$ cat src/rtl/shift_ctrl.sv
// shift_ctrl: four-state shift sequencer (IDLE/LOAD/SHIFT/WB) that decodes shifter controls from the latched op.
module shift_ctrl (
    input  logic       clk,
    input  logic       reset,
    input  logic       start,
    input  logic [2:0] op,
    input  logic       stall,
    input  logic       amt_zero,
    output logic [1:0] ShiftAmt,
    output logic       ShiftSrc,
    output logic [2:0] Shift,
    output logic       wb_en,
    output logic       busy,
    output logic       done
);
    typedef enum logic [1:0] {IDLE, LOAD, SHIFT, WB} state_t;
    state_t     state, state_n;
    logic [2:0] op_q, dir;
    logic [1:0] amt_sel;
    always_ff @(posedge clk) begin
        if (reset) begin
            state <= IDLE;
            op_q  <= 3'b000;
        end else begin
            state <= state_n;
            if (state == IDLE && start) op_q <= op;
        end
    end
    always_comb begin
        state_n = state;
        case (state)
            IDLE:    state_n = start ? LOAD : IDLE;
            LOAD:    state_n = stall ? LOAD : (amt_zero ? WB : SHIFT);
            SHIFT:   state_n = stall ? SHIFT : WB;
            default: state_n = IDLE;
        endcase
    end
    always_comb begin
        dir      = (op_q == 3'd0 || op_q == 3'd3 || op_q == 3'd6) ? 3'b010 :
                   (op_q == 3'd1 || op_q == 3'd4) ? 3'b011 : 3'b100;
        amt_sel  = (op_q < 3'd3) ? 2'b01 : (op_q < 3'd6) ? 2'b00 :
                   (op_q == 3'd6) ? 2'b11 : 2'b10;
        busy     = state != IDLE && !reset;
        ShiftAmt = busy ? amt_sel : 2'b00;
        ShiftSrc = busy && op_q == 3'd6;
        Shift    = (reset || stall) ? 3'b000 :
                   (state == LOAD) ? 3'b001 :
                   (state == SHIFT) ? dir : 3'b000;
        wb_en    = state == WB && !reset;
        done     = wb_en;
    end
endmodule

$ cat config.mk
export PLATFORM = sky130hd
export DESIGN_NAME = shift_ctrl
export DESIGN_NICKNAME = d
export VERILOG_FILES = /design/src/rtl/shift_ctrl.sv
export SDC_FILE = /design/constraint.sdc
export NUM_CORES = 1
export LEC_CHECK = 0
export BUFFER_PORTS_ARGS = -buffer_cell sky130_fd_sc_hd__buf_2
export CAP_MARGIN = 20
export CORE_AREA = 2 2 39 41
export DETAILED_ROUTE_END_ITERATION = 8
export DIE_AREA = 0 0 41 43
export GPL_ROUTABILITY_DRIVEN = 0
export PLACE_DENSITY = 0.6
export SYNTH_ARGS = -nofsm -noshare
export SYNTH_HDL_FRONTEND = slang
export SYNTH_SLANG_ARGS = --single-unit
export TNS_END_PERCENT = 5
$ cat constraint.sdc
create_clock -name clk -period 1.1 [get_ports clk]
set_input_delay 0.11 -clock clk [delete_from_list [all_inputs] [get_ports clk]]
set_output_delay 0.11 -clock clk [all_outputs]
set_load 0.005 [all_outputs]
[After elaboration in Yosys (flattened, before gate mapping)]
Index checks and enable logic that the tools add are counted.
Storage, ports and cells
  register bits: 5
  input bits: 8
  output and inout bits: 9
  logic and storage cells: 37
Cells by class
  order comparisons: 2
  equal/unequal tests: 7
  mux-type cells: 14
  reductions and logical operators: 12
Operators with widths (number)
  3-bit 2-to-1 mux: 5
  2-bit 2-to-1 mux: 4
  3-bit equality test (second input constant): 2
  2-bit one-hot mux with 3 select lines: 1
  2-bit equality test (second input constant): 2
  1-bit logical AND: 4
  1-bit logical OR: 4
  1-bit 2-to-1 mux: 4
  3-bit by 1-bit equality test with 1-bit output (second input constant): 1
  3-bit by 2-bit equality test with 1-bit output (second input constant): 1
  3-bit zero test: 1
  3-bit by 2-bit < comparator with 1-bit output (second input constant): 1
  3-bit < comparator (second input constant): 1
  2-bit by 1-bit equality test with 1-bit output (second input constant): 1
  2-bit zero test: 1
  2-bit nonzero test: 1
  1-bit zero test: 1

[Longest topological paths before layout]
Gate-level depths: netlist of the first run.
  word-level depth: 7
  mapped depth: 4

[Worst setup path before layout of the first run]
OpenSTA, ideal clock, no wires.
  kind: register -> output
  start point: register state[0]
  end point: output port ShiftSrc
  arrival time: 0.926 ns
  slack: 0.064 ns
  cell stages (with the launch flop): 4
  path buffers: 0
  cell sequence: dfxtp_1 > o21ba_2 > and3_1 > and2b_1
Between the ends
  cells in the longest elaborated chain, start to end: 3
RTL lines
  start, declared: RTL line 17  | state_t state, state_n;
  start signal, assigned: RTL line 25  | state <= state_n;
  2-bit nonzero test: RTL line 43  | busy = state != IDLE && !reset;
  1-bit logical AND: RTL line 43
  net busy: RTL line 13  | output logic busy,
  1-bit logical AND: RTL line 45  | ShiftSrc = busy && op_q == 3'd6;
  end, declared: RTL line 10  | output logic ShiftSrc,
The timed path passes the listed nets, and every way through them passes these cells.

[Worst setup path in the final report of the first run]
  start point: register op_q[1]
  end point: output port Shift[0]
Between the ends
  cells in the longest elaborated chain, start to end: 7
  elaborated cells on any way between the ends: 13
  those cells by class: eq/ne: 4; mux: 5; reduce/logical: 4
RTL lines
  start, declared: RTL line 18  | logic [2:0] op_q, dir;
  start signal, assigned: RTL line 26  | if (state == IDLE && start) op_q <= op;
  3-bit by 1-bit equality test with 1-bit output, or another cell as far along: RTL line 40  | (op_q == 3'd1 || op_q == 3'd4) ? 3'b011 : 3'b100;
  1-bit logical OR, on equally long branches: RTL line 40, 39
  3-bit 2-to-1 mux or 1-bit logical OR (tied branches): RTL line 40, 39
  3-bit 2-to-1 mux *: RTL line 39  | dir = (op_q == 3'd0 || op_q == 3'd3 || op_q == 3'd6) ? 3'b010 :
  3-bit 2-to-1 mux *: RTL line 48  | (state == SHIFT) ? dir : 3'b000;
  3-bit 2-to-1 mux *: RTL line 47  | (state == LOAD) ? 3'b001 :
  3-bit 2-to-1 mux *: RTL line 46  | Shift = (reset || stall) ? 3'b000 :
  end, declared: RTL line 11  | output logic [2:0] Shift,
Mark *: on every way between the ends. The rest lies on a longest branch, timed or not.

==> results of run 1 <==
-- stage by stage --
stage / cells / setup TNS (ns)
after global routing: 77 / -1.817
after detailed placement: 73 / -0.04672
final: 77 / -1.135
after floorplan: 36 / 0
after global placement: 73 / -0.02049
after CTS: 77 / -1.394
-- cells in the final DEF (no fill, tap or decap) --
master / n
o21ba_4: 1
a21oi_2: 1
nor4_1: 1
dfxtp_2: 4
buf_4: 7
nor3_2: 1
o22a_1: 1
o31a_1: 1
mux2i_1: 4
clkbuf_1: 1
nand2_1: 1
nand2b_4: 1
and2b_1: 1
nor4b_2: 1
xnor2_1: 1
buf_2: 16
nand2b_1: 1
and2_1: 1
clkbuf_4: 3
nor2_2: 1
nor2_1: 5
nor3b_2: 2
nor3_1: 2
o21a_1: 1
dfxtp_4: 1
and3_1: 1
-- registers in the layout (all words and copies together), names as in the netlist --
register  count
op_q          3
state         2
-- worst min path at each step --
stage                     slack (ns)                   end  start
final                           0.11  op_q[1]$_SDFFE_PP0N_  op[1]
after global routing            0.10  op_q[1]$_SDFFE_PP0N_  op[1]
after CTS                       0.10  op_q[2]$_SDFFE_PP0N_  op[2]
after detailed placement        0.35  op_q[2]$_SDFFE_PP0N_  op[2]
after global placement          0.35  op_q[1]$_SDFFE_PP0N_  op[1]
after floorplan                 0.24              Shift[0]  stall
-- cell usage after synthesis --
library cell	instances	area, um2
nor3b_1	1	7.510
nor3_2	1	10.01
buf_6	1	11.26
and2b_1	1	7.510
and2_1	1	6.260
nor4b_1	1	8.760
nor2_1	6	22.52
mux2i_1	4	40.04
xnor2_1	1	8.760
o31a_1	1	8.760
nand2_1	1	3.750
a21oi_1	1	5.000
nor3b_2	1	12.51
buf_4	1	7.510
and3_1	1	6.260
nor3_1	2	10.01
o21a_1	1	7.510
o22a_1	1	8.760
dfxtp_1	5	100.1
nor4_1	1	6.260
o21ba_2	1	10.01
nand2b_1	2	12.51
-- final cells by class --
| type | count | area [um2] |
|---|---|---|
| Tap cell | 16 | 20.02 |
| Sequential cell | 5 | 108.9 |
| Fill cell | 144 | 862.1 |
| Multi-Input combinational cell | 29 | 234.0 |
| Timing Repair Buffer | 23 | 132.6 |
| Clock buffer | 4 | 26.28 |
-- report_power, final --
part	internal (mW)	leakage, nW	switching [mW]
Sequential	0.198	0.0433	0.0201
Clock	0.137	0.0150	0.0723
Combinational	0.0866	0.196	0.0590
Total	0.422	0.254	0.151
-- critical path: cells and delay by family, from the launching register on --
family | cells | cell delay (ns)
DFF | 1 | 0.31
and+or+nand+nor | 1 | 0.10
AOI/OAI and AO/OA | 1 | 0.31
buffers and inverters | 2 | 0.27
-- layer usage --
metal	part of all wire (%)	wire, um
met1	41	313
met2	53	408
met3	4.6	35
met4	1.2	9
met5	0	0
-- timing repair --
action,in CTS,in global routing
endpoints found under the setup margin,9,12
resized for setup,6,6
pin swaps,0,0
-- logic make-up after synthesis --
| kind of cell | Yosys count |
|---|---|
| flops | 5 |
| compound gates | 5 |
| mux | 4 |
| xor+xnor | 1 |
| simple gates | 19 |
| buf+inv | 2 |
==> metrics, run 1 <==
result of the run=finished with violations; violations in the final reports=setup timing; initial core utilization=23.24%; Critical Path Max Stage Delay=0.31 ns; launch point of the critical path=op_q[1]$_SDFFE_PP0N_; kind of start point of the critical path=flop; post-route worst setup slack=-0.2415 ns; buffers added on ports=16; Synthesis Warnings=0; final hold vios=0; core occupancy in the finished layout=37.70%; critical path capture point=Shift[0]; sequential cell area fraction in the yosys report=31.13%; cells along the critical path=buf_4 > o31a_1 > nor3_2 > buf_2; most used routing layer in global routing=met2; boundary pin count=17; met2 Usage GRT=14.06%; share of final-layout standard cells stronger than drive strength 1=63.93%; endpoint arrival time on the critical path=1.23 ns; number of slew-limit violations in the final report=0; pin count of the biggest net entering global routing=9; Post-DRT Antenna Nets=0; number of buffers added by the clock tree synthesis step=3; xor and xnor area share after synthesis=2.724%; distinct cell type count after synthesis=22; number of setup violations in the final report=9; total power after layout=0.5732 mW; synthesized-area fraction occupied by ao, oa, aoi and oai cells=12.45%; multiplexer share of the synthesized area=12.45%; ant diodes=0; total power per unit cell area=1099 nW/um2; path type of the worst setup path=reg2out; Max Buffers Root-to-Sink=2; R2R Path End=op_q[1]$_SDFFE_PP0N_; DRT Wirelength=767 um; Worst VDD drop=419.4 uV; worst reg2reg setup slack=0.04 ns; final worst-path cycle share=122.0%; Fin Clk Skew=0.004534 ns; area of all placed cells without fillers=521.8 um2; wire length of the first global-routing pass=1.179 mm; CTS hold repair buffers=0; placement-stage worst setup slack=-0.03707 ns; WHS Path Cells=3; shortest clock period the worst path allows after layout=1.341 ns; Iter 0 DRT Violations=2; die height=43 um; number of rows created at floorplan=14; worst slew pin tran=0.3185 ns; routing usage on met1=12.22%; leakage power=0.2543 nW; Avg Inst Size Synth=8.932 um2; adder-cell share of the synthesized area=0%; number of vias after detailed routing=343; CTS sink cnt=5; Critical Path RT=0.99 ns; net count after synthesis=44; max-slew headroom at the worst pin=78.68%; Die Footprint=1763 um2; number of nets in the layout=70; post-detailed-route DRC marker count=0; number of antenna violations at the first check in global routing=0; cell with the largest stage delay on the worst path=dfxtp_2; placeable core region=1384 um2; number of post-CTS setup repair buffers=0; Post-Synth Simple-Gate Area=35.41%; number of vias per cell=4.455; maximum achievable frequency=0.7454 GHz; die outline width=41 um; GRT overflow=0; DP Area=455.4 um2; via count of the first global-routing pass=299; met3 Track Usage GR=3.141%; critical path capture point type=primary output; clk root buf=clkbuf_4; H-tree depth=1; R2R Path Start=state[1]$_SDFF_PP0_; synthesis-stage register bit count=5; area added between synthesis and finish=62.26%; per-cell routed wire length=9.961 um; Max Cap Viol=0; Hold Path Class=in2reg; RSZ-0062 raised after global routing=yes; TritonRoute pass-1 iters=3; biggest fanout along the worst timing path=4; global routing usage summed across all routing layers=10.44%; Post-Syn Area=321.6 um2; CTS tree=yes; number of instances in the synthesized netlist=36; Clock Pin Slew Worst Setup and Hold Paths=0.05 ns; WHS=0.1098 ns; clock latency on the worst-skew pair=0.24 ns; cell depth of the worst flop-to-flop path=3; dominant combinational cell family by area after synthesis=simple AND/OR/NAND/NOR gates
Power figures use the tool's default switching activity.
==> run 2, diff against run 1 <==
--- a/config.mk
+++ b/config.mk
@@ -10,8 +10,7 @@
 export CORE_AREA = 2 2 39 41
 export DETAILED_ROUTE_END_ITERATION = 8
 export DIE_AREA = 0 0 41 43
-export GPL_ROUTABILITY_DRIVEN = 0
-export PLACE_DENSITY = 0.6
+export PLACE_DENSITY = 0.56
 export SYNTH_ARGS = -nofsm -noshare
 export SYNTH_HDL_FRONTEND = slang
 export SYNTH_SLANG_ARGS = --single-unit
==> metrics, run 2 (synthesized netlist as in run 1, its figures left out) <==
result of the run=finished with violations; violations in the final reports=setup timing; number of vias after detailed routing=360 (+5.0%); Worst VDD drop=455.5 uV (+8.6%); die height=43 um (unchanged); placer's final routability congestion estimate=0.6373; CTS sink cnt=5 (unchanged); worst slew pin tran=0.2070 ns (-0.1115 ns); number of vias per cell=4.557 (+2.3%); global routing usage summed across all routing layers=10.45% (+0.010 points); biggest fanout along the worst timing path=4 (unchanged); placeable core region=1384 um2 (unchanged); Max Cap Viol=0 (unchanged); die outline width=41 um (unchanged); per-cell routed wire length=10.96 um (+10%); worst reg2reg setup slack=-0.02 ns (-0.06 ns); CTS hold repair buffers=0 (unchanged); wire length of the first global-routing pass=1.186 mm (+0.59%); GRT overflow=0 (unchanged); dpl hpwl=596.5 um; relative contribution of the clock network to total power=35.0% (-1.5 points); Hold Path Class=in2reg; path type of the worst setup path=reg2out; max-slew headroom at the worst pin=86.08% (+7.4 points); Comb power frac=29.2% (+3.8 points); clock latency on the worst-skew pair=0.24 ns (about the same); final worst-path cycle share=119.6% (-2.4 points); number of slew-limit violations in the final report=0 (unchanged); CTS tree=yes; number of rows created at floorplan=14 (unchanged); internal portion of total power=0.4404 mW (+4.4%); WHS=0.1054 ns (-0.004439 ns); post-route worst setup slack=-0.2154 ns (+0.02609 ns); Critical Path RT=0.99 ns (about the same); boundary pin count=17 (unchanged); total power per unit cell area=1055 nW/um2 (-4.0%); post-detailed-route DRC marker count=0 (unchanged); area added between synthesis and finish=75.88%; Post-DRT Antenna Nets=0 (unchanged); register with the most flip-flops=op_q; ant diodes=0 (unchanged); Sum Neg Setup Slack=-1.267 ns (-0.1318 ns); share of final-layout standard cells stronger than drive strength 1=63.49% (-0.44 points); # fillers=146 (+1.4%); Fin Clk Skew=0.001546 ns (-0.002987 ns); Iter 0 DRT Violations=4 (+2); maximum achievable frequency=0.7602 GHz (+2.0%); placement-stage worst setup slack=-0.04820 ns (-0.01112 ns); leakage power=0.2682 nW (+5.5%); number of buffers added by the clock tree synthesis step=3 (unchanged); number of setup violations in the final report=12 (+3); critical path capture point type=primary output; number of antenna violations at the first check in global routing=0 (unchanged); final hold vios=0 (unchanged); Die Footprint=1763 um2 (unchanged); endpoint arrival time on the critical path=1.21 ns (-0.02 ns); leading registers by flop count=op_q (3), state (2); leading cell type in the layout, fill and taps excluded=buf_2; Flop pwr share=35.9% (-2.2 points); shortest clock period the worst path allows after layout=1.315 ns (-0.02609 ns); TritonRoute pass-1 iters=4 (+1); H-tree depth=1 (unchanged); pin count of the biggest net entering global routing=9 (unchanged); number of nets in the layout=72 (+2.9%); most frequent cells in the layout=13 x buf_2, 7 x buf_4, 6 x nor2_1, 5 x buf_6, 4 x mux2i_1; Clock Pin Slew Worst Setup and Hold Paths=0.04 ns (about the same); Max Buffers Root-to-Sink=2 (unchanged); RSZ-0062 raised after global routing=yes; switching power=0.1562 mW (+3.1%); via count of the first global-routing pass=300 (+0.33%); buffers added on ports=16 (unchanged); clk root buf=clkbuf_4; kind of start point of the critical path=flop; DRT Wirelength=866 um (+13%); switching fraction of total power=26.18% (-0.25 points); total power after layout=0.5965 mW (+4.1%); initial core utilization=23.24% (unchanged); Largest register FFs=3 (unchanged)
## run 2: repair_timing
action | CTS | global route
endpoints found under the hold margin | 0 | 0
setup buffers | 2 | 0
setup endpoints to repair | 9 | 12
pin swaps | 3 | 1
gates resized for setup | 12 | 5
## run 2: cell type report
class / instances / area, um2 / share of cell area, %
Timing Repair Buffer: 25 / 173.9 / 30.75
Multi-Input combinational cell: 29 / 235.2 / 41.59
Sequential cell: 5 / 110.1 / 19.47
Clock buffer: 4 / 26.28 / 4.646
Tap cell: 16 / 20.02 / 3.540
## run 2: worst max-delay path, cell delays in order (launching register included)
cell     delay [ns]
dfxtp_4        0.34
o21ba_4        0.22
and3_4         0.15
and2b_1        0.14
buf_2          0.12
## run 2: worst paths after layout
path / cells after the start / end / from
hold reg to reg: 3 / op_q[1]$_SDFFE_PP0N_ / op_q[1]$_SDFFE_PP0N_
hold / removal: 3 / op_q[0]$_SDFFE_PP0N_ / op[0]
setup reg to reg: 5 / op_q[2]$_SDFFE_PP0N_ / state[0]$_SDFF_PP0_
setup / recovery: 4 / ShiftSrc / state[0]$_SDFF_PP0_
## run 2: through the flow
step,instances,util [%],area [um2]
after floorplan,36,-,321.6
after global placement,73,32.91,455.4
after detailed placement,73,32.91,455.4
after CTS,79,39.24,543.0
after global routing,79,40.87,565.5
final,79,40.87,565.5
## run 2: power by group through the flow
stage / combinational, mW / sequential, mW / clock, mW
2_1_floorplan: 0.0727 / 0.217 / 0
3_3_place_gp: 0.133 / 0.215 / 0
3_5_place_dp: 0.134 / 0.216 / 0
4_1_cts: 0.161 / 0.213 / 0.224
5_1_grt: 0.190 / 0.214 / 0.236
6_report: 0.174 / 0.214 / 0.209
## run 2: per-layer routing
metal | routed length (um) | global-route usage [%]
met5 | 0 | 0
met2 | 450 | 13.44
met4 | 8 | 12.00
met3 | 58 | 1.571
met1 | 349 | 12.90
